===== src/rtl/led_pwm_driver.sv =====
// led_pwm_driver: per-LED PWM brightness with staged duties committed
// atomically at the PWM period boundary; registered, glitch-free outputs.
module led_pwm_driver #(
   parameter int NUM_LEDS = 8,
   parameter int DUTY_W = 8,
   parameter int PRESCALE = 64,
   parameter bit ACTIVE_LOW = 1'b0,
   localparam int CW = NUM_LEDS > 1 ? $clog2(NUM_LEDS) : 1,
   localparam int PW = PRESCALE > 1 ? $clog2(PRESCALE) : 1
) (
   input  logic                clk,
   input  logic                rst_n,
   input  logic                wr_valid,
   output logic                wr_ready,
   input  logic [CW-1:0]       wr_chan,
   input  logic [DUTY_W-1:0]   wr_duty,
   input  logic                commit,
   output logic                period_start,
   output logic [NUM_LEDS-1:0] leds
);
   logic [PW-1:0] prescaler;
   logic [DUTY_W-1:0] pwm_cnt;
   logic [DUTY_W-1:0] stage [NUM_LEDS];
   logic [DUTY_W-1:0] active [NUM_LEDS];
   logic pending, tick, boundary, wr_fire;
   assign tick = prescaler == PW'(PRESCALE - 1);
   assign boundary = tick && &pwm_cnt;
   assign wr_ready = !pending;
   assign wr_fire = wr_valid && wr_ready && 32'(wr_chan) < NUM_LEDS;
   // stalling writes while pending keeps a committed set from being torn
   always_ff @(posedge clk or negedge rst_n) begin
      if (!rst_n) begin
         prescaler <= '0;
         pwm_cnt <= '0;
         pending <= 1'b0;
         period_start <= 1'b0;
         leds <= {NUM_LEDS{ACTIVE_LOW}};
         for (int i = 0; i < NUM_LEDS; i++) begin
            stage[i] <= '0;
            active[i] <= '0;
         end
      end else begin
         prescaler <= tick ? '0 : prescaler + 1'b1;
         if (tick) pwm_cnt <= pwm_cnt + 1'b1;
         period_start <= boundary;
         pending <= (boundary && pending) ? 1'b0 : (pending || commit);
         for (int i = 0; i < NUM_LEDS; i++) begin
            if (boundary && pending) active[i] <= stage[i];
            if (wr_fire && wr_chan == CW'(i)) stage[i] <= wr_duty;
            leds[i] <= (pwm_cnt < active[i]) ^ ACTIVE_LOW;
         end
      end
   end
endmodule


===== config.mk =====
export PLATFORM = sky130hd
export DESIGN_NAME = led_pwm_driver
export DESIGN_NICKNAME = d
export VERILOG_FILES = /design/src/rtl/led_pwm_driver.sv
export SDC_FILE = /design/constraint.sdc
export NUM_CORES = 1
export LEC_CHECK = 0
export CORE_MARGIN = 2
export CORE_UTILIZATION = 59
export CTS_CLUSTER_SIZE = 20
export DETAILED_ROUTE_END_ITERATION = 8
export GPL_TIMING_DRIVEN = 1
export PLACE_DENSITY = 0.83
export SLEW_MARGIN = 20
export SYNTH_ARGS = -nofsm -noshare
export SYNTH_HDL_FRONTEND = slang
export SYNTH_SLANG_ARGS = --single-unit

===== constraint.sdc =====
create_clock -name clk -period 2.25 [get_ports clk]
set_input_delay 0.225 -clock clk [delete_from_list [all_inputs] [get_ports clk]]
set_output_delay 0.225 -clock clk [all_outputs]
set_load 0.01 [all_outputs]

==> impl_metrics.yaml, run 1 <==
run_status:
  outcome: "complete, no violations"
drt:
  drt_wl_total_um: 14400
  via_per_inst: 5.67
  drc_errors: 0
  drt_iter0_markers: 174
  ant_nets: 0
  routedWlPerCell_um: 19.0
  via_count: 4289
  dr.pass1.iters: 4
floorplanning:
  io-pin-count: 25
  initial_core_util: 0.598
  die_area_um2: 13000
  rows: 40
  die_x_um: 114
  core_area_um2: 11900
  dieHeight_um: 114
sta:
  maxSlewHeadroom: 0.619
  fin_crit_sh: 0.956
  fin_crit_ps: 2150
  finClkSkew_ps: 8.37
  fmax_ghz: 0.465
  setup-tns-final_ps: 0
  setup_violations: 0
  tightest_slew_ps: 572
  hold_violations: 0
  slew_viol_final: 0
  rsz0062_at_grt: "false"
cts:
  cts_tree: "yes"
  cts.repair.resized: 0
  postCtsSetupRepairBufs: 0
  worstSkewPairLatency_ps: 430
  numCtsBuffers: 17
  cts_buffer_depth: 2
  htreeDepth: 4
  clkSlewWorstSetupHoldPaths_ps: 60
  clock-root-buffer: "clkbuf_16"
  clock_sinks: 152
logic_synthesis:
  syn_nets: 621
  synthCells: 548
  netlist.area_leader.share: 0.534
  synth_seq_cells: 152
  synthArstFlopShare: 1.00
  ys_warn_count: 0
  synth_edf_count: 0
  synth_most_common_cell: "dfrtp_1"
  synthTopCellsByCount: "dfrtp_1 (152), mux2_2 (124), inv_1 (59)"
  ys_seq_area_frac: 0.534
  ys_top_cells_by_area: "dfrtp_1 (53%), mux2_2 (20%), ha_1 (10%)"
  synth.avg_cell_area_um2: 13.0
  syn_area_um2: 7130
  yosys_most_used_dff: "dfrtp_1"
  synth.distinct_cells: 29
  synth_top_area_cell: "dfrtp_1"
cells_and_area:
  nets: 670
  final_area_um2: 8210
  fill_cells: 828
  stdcell_count: 756
  area_delta_synth_final_pct: 15.2
  ff_latch_area_um2: 3800
  diodes: 0
  multi_input_area_um2: 3010
  layout-drive-gt1-share: 0.284
grt:
  grt_pass1_vias: 4623
  overflow: 0
  antenna_found_initial: 0
  grt_pass1_wl_um: 23900
  grt_max_degree: 65
  gr-usage-all-layers: 0.248
placed_design:
  io_buffers: 24
  place_inst: 724
  dpl_cell_area_um2: 7620
  dp_hpwl_um: 9390
  globalplace.congestion: 0.788
critical_path:
  cp.required_ps: 2560
  cp_max_fo: 64
  r2r_setup_slack_ps: 100
  regToRegStartpoint: "prescaler[0]"
  arrival_ps: 2460
  criticalPathCategory: "flop to flop"
  r2r_end: "active[28]"
  reg2reg_depth: 5
  setup.worst_path.start_class: "flop"
  end_kind: "flop"
pwr:
  leakage_nw: 4.03
  p_per_area_nw_per_um2: 697
  vdd_drop_max_uv: 570
min_path:
  hold_class: "input pin to async pin"
run:
  maxCapViolations: 0
## stage by stage
step / hold slack (ps) / total power [mW] / setup WS [ps] / util
6_report: 347 / 5.72 / 100 / 0.689
5_1_grt: 410 / 5.89 / 27.9 / 0.689
4_1_cts: 358 / 5.75 / 105 / 0.689
3_5_place_dp: 239 / 3.01 / 75.7 / 0.640
3_3_place_gp: 233 / 3.00 / 165 / 0.640
2_1_floorplan: -70.6 / 2.88 / 178 / -
## layout make-up
| class | instances | share of cell area |
|---|---|---|
| Clock inverter | 8 | 0.0117 |
| Tap cell | 147 | 0.0224 |
| Timing Repair Buffer | 41 | 0.0499 |
| Clock buffer | 23 | 0.0582 |
| Multi-Input combinational cell | 326 | 0.367 |
| Inverter | 59 | 0.0270 |
| Sequential cell | 152 | 0.463 |
## placed cells by master, fill, tap and decap left out, types with 2 or more instances in the layout
cell type / instances
a21oi_1: 18
nand2b_1: 16
clkbuf_1: 3
clkinv_2: 4
dfrtp_1: 152
nand3b_1: 3
xor2_1: 8
nand2_1: 22
nor3_1: 4
buf_4: 13
nor3b_2: 2
nor2_1: 15
mux2_2: 124
nor4_1: 2
clkbuf_16: 17
ha_1: 58
bufinv_16: 2
nand4_1: 2
nand3_1: 5
clkbuf_8: 3
inv_1: 59
mux2_1: 5
a2111o_1: 8
clkdlybuf4s50_1: 23
o21ai_0: 17
xnor2_1: 2
a31oi_1: 8
buf_12: 3
## flip-flops by register name (all words and copies together) (netlist names)
name and cells:
active 64, leds 8, pending 1, period_start 1, prescaler 6, pwm_cnt 8, stage 64
## worst max-delay path, stage by stage (launching register included)
cell     delay, ps
dfrtp_1        410
ha_1           320
nand4_4        190
nor4_4         310
buf_12         350
mux2_2         390
## cells by family (layout without fill, tap and decap cells)
family | Yosys count | after routing | share of synthesized area
flops | 152 | 152 | 0.534
mux | 129 | 129 | 0.204
simple gates | 77 | 77 | 0.0597
buf+inv | 70 | 131 | 0.0432
fa+ha+maj | 58 | 58 | 0.102
compound gates | 52 | 52 | 0.0453
xor+xnor | 10 | 10 | 0.0123
## what timing repair did
action / 4_1_cts / 5_1_grt
hold buffers: 1 / 0
endpoints found under the hold margin: 57 / 0
setup endpoints to repair: 0 / 0
## worst max-delay path by stage
stage | depth (start not counted) | start | end
3_3_place_gp | 4 | wr_valid | stage[10]
2_1_floorplan | 5 | pwm_cnt[1] | active[23]
3_5_place_dp | 4 | wr_valid | stage[14]
4_1_cts | 5 | prescaler[0] | active[33]
5_1_grt | 5 | prescaler[1] | active[28]
6_report | 5 | prescaler[0] | active[28]
## power breakdown
group	internal, mW	switching [mW]	total [mW]	leakage [nW]
clock network	1.71	1.06	2.77	0.283
registers	2.78	0.0211	2.80	2.09
logic	0.0622	0.0958	0.158	1.66
## per-layer routing
layer	GRT usage	wire length (um)	vias to the layer above
met3	0.0499	431	26
met5	0	0	-
met1	0.318	6380	2181
met2	0.416	7250	69
met4	0.0992	300	0
li1	-	-	2013
Power figures use the tool's default switching activity.
==> run 2, diff against run 1 <==
--- a/config.mk
+++ b/config.mk
@@ -5,12 +5,14 @@
 export SDC_FILE = /design/constraint.sdc
 export NUM_CORES = 1
 export LEC_CHECK = 0
+export CELL_PAD_IN_SITES_DETAIL_PLACEMENT = 1
+export CELL_PAD_IN_SITES_GLOBAL_PLACEMENT = 2
 export CORE_MARGIN = 2
-export CORE_UTILIZATION = 59
+export CORE_UTILIZATION = 43
 export CTS_CLUSTER_SIZE = 20
 export DETAILED_ROUTE_END_ITERATION = 8
 export GPL_TIMING_DRIVEN = 1
-export PLACE_DENSITY = 0.83
+export PLACE_DENSITY = 0.85
 export SLEW_MARGIN = 20
 export SYNTH_ARGS = -nofsm -noshare
 export SYNTH_HDL_FRONTEND = slang
==> run 2 against run 1 <==
Sequential power about the same. Critical path depth unchanged. Sequential share of layout area down 1.1 points. Critical endpoint is now active[20]. Highest routed layer unchanged.
==> impl_metrics.yaml, run 2 (synthesis gave the netlist of run 1 again) <==
floorplanning:
  core_area_um2: 16400
  die_area_um2: 17600
  rows: 47
  io-pin-count: 25
  die_x_um: 133
  dieHeight_um: 133
  initial_core_util: 0.434
cells_and_area:
  area_delta_synth_final_pct: 18.0
  final_area_um2: 8410
  layout-drive-gt1-share: 0.295
  nets: 673
  ff_latch_area_um2: 3800
  layout_common_cells: "dfrtp_1 (152), mux2_2 (124), inv_1 (59)"
  diodes: 0
  layout_commonest_cell: "dfrtp_1"
  fill_cells: 1656
  largestRegisters: "active x64, stage x64"
  multi_input_area_um2: 3020
  stdcell_count: 833
critical_path:
  arrival_ps: 2460
  criticalPathCategory: "flop to flop"
  crit_path_top_delay_cell: "dfrtp_1"
  end_kind: "flop"
  cp_max_fo: 32
  crit_path_cell_trace: "ha_2 > nand4_4 > nor4_4 > buf_6 > mux2_2"
  cp.required_ps: 2550
  setup.worst_path.start_class: "flop"
  crit_buf_inv: 1
  critPathMaxStageDelay_ps: 420
  cpLargestDelayFamily: "simple AND/OR/NAND/NOR gates"
placed_design:
  dpl_cell_area_um2: 7730
  io_buffers: 24
  globalplace.congestion: 0.745
  place_inst: 799
  dp_hpwl_um: 10400
  place_worst_setup_slack_ps: 108
pwr:
  p_clk_frac: 0.515
  leakage_nw: 4.09
  seqPwrFrac: 0.458
  intPower_mw: 4.86
  p_per_area_nw_per_um2: 725
  p_comb_frac: 0.027
  finalPower_mw: 6.10
  vdd_drop_max_uv: 521
  p_sw_mw: 1.24
  sw_frac_of_total: 0.204
cts:
  clock_sinks: 152
  clock-root-buffer: "clkbuf_16"
  postCtsSetupRepairBufs: 0
  numCtsBuffers: 17
  worstSkewPairLatency_ps: 420
  cts_tree: "yes"
  htreeDepth: 4
  clkSlewWorstSetupHoldPaths_ps: 60
  cts_buffer_depth: 2
drt:
  dr.pass1.iters: 6
  drt_iter0_markers: 131
  via_count: 4429
  ant_nets: 0
  routedWlPerCell_um: 19.5
  drt_wl_total_um: 16300
  drc_errors: 0
  via_per_inst: 5.32
grt:
  grt_pass1_wl_um: 26700
  grtUsageMet1: 0.256
  antenna_found_initial: 0
  overflow: 0
  gr-usage-all-layers: 0.198
  grt_pass1_vias: 5078
  grtUsageMet3: 0.0349
  busiest_layer: "met2"
  grt_max_degree: 65
  use_met2: 0.341
sta:
  fmax_ghz: 0.463
  setup_violations: 0
  maxSlewHeadroom: 0.581
  finClkSkew_ps: 7.72
  fin_crit_sh: 0.961
  fin_crit_ps: 2160
  rsz0062_at_grt: "true"
  tightest_slew_ps: 629
  hold_violations: 0
  slew_viol_final: 0
  setup-tns-final_ps: 0
  setup_ws_ps: 88.5
run:
  maxCapViolations: 0
min_path:
  hold_class: "input pin to async pin"
run_status:
  outcome: "complete, no violations"
==> run 2: repair_timing <==
action | 4_1_cts | 5_1_grt
hold buffers | 1 | 0
endpoints found under the setup margin | 0 | 5
gates resized for setup | 0 | 2
hold endpoints to repair | 59 | 0
==> run 2: final cells by class <==
class	count	share of cell area
flip-flops and latches	152	0.452
well taps	220	0.0327
clock buffers	19	0.0539
repair buffers	44	0.0524
inverters	59	0.0263
multi-input cells	326	0.359
clock inverters	13	0.0238
==> run 2: power by group through the flow <==
stage,Sequential [mW],Combinational (mW),Clock (mW)
2_1_floorplan,2.84,0.0425,0
3_3_place_gp,2.84,0.161,0
3_5_place_dp,2.85,0.169,0
4_1_cts,2.80,0.172,3.19
5_1_grt,2.80,0.184,3.32
6_report,2.80,0.165,3.14
==> run 2: per-layer routing <==
layer,vias to the layer above,share of wire,wire length [um]
met5,-,0,0
met4,0,0.013,214
met3,20,0.025,411
met2,58,0.51,8230
met1,2336,0.46,7420
li1,2015,-,-
==> run 2: worst paths after layout <==
kind / startpoint / to / slack, ps / cells after the start
setup / recovery: prescaler[0] / active[20] / 90 / 5
hold reg to reg: active[53] / active[53] / 480 / 1
hold / removal: rst_n / leds[2] / 350 / 2
min in group clk: commit / pending / 390 / 3
max in group asynchronous: rst_n / active[44] / 1140 / 3
setup reg to reg: prescaler[0] / active[20] / 90 / 5
==> run 2: through the flow <==
step,hold slack (ps),util
after floorplan,-70.6,-
after global placement,258,0.471
after detailed placement,270,0.471
after CTS,386,0.511
after global routing,413,0.513
final,347,0.513
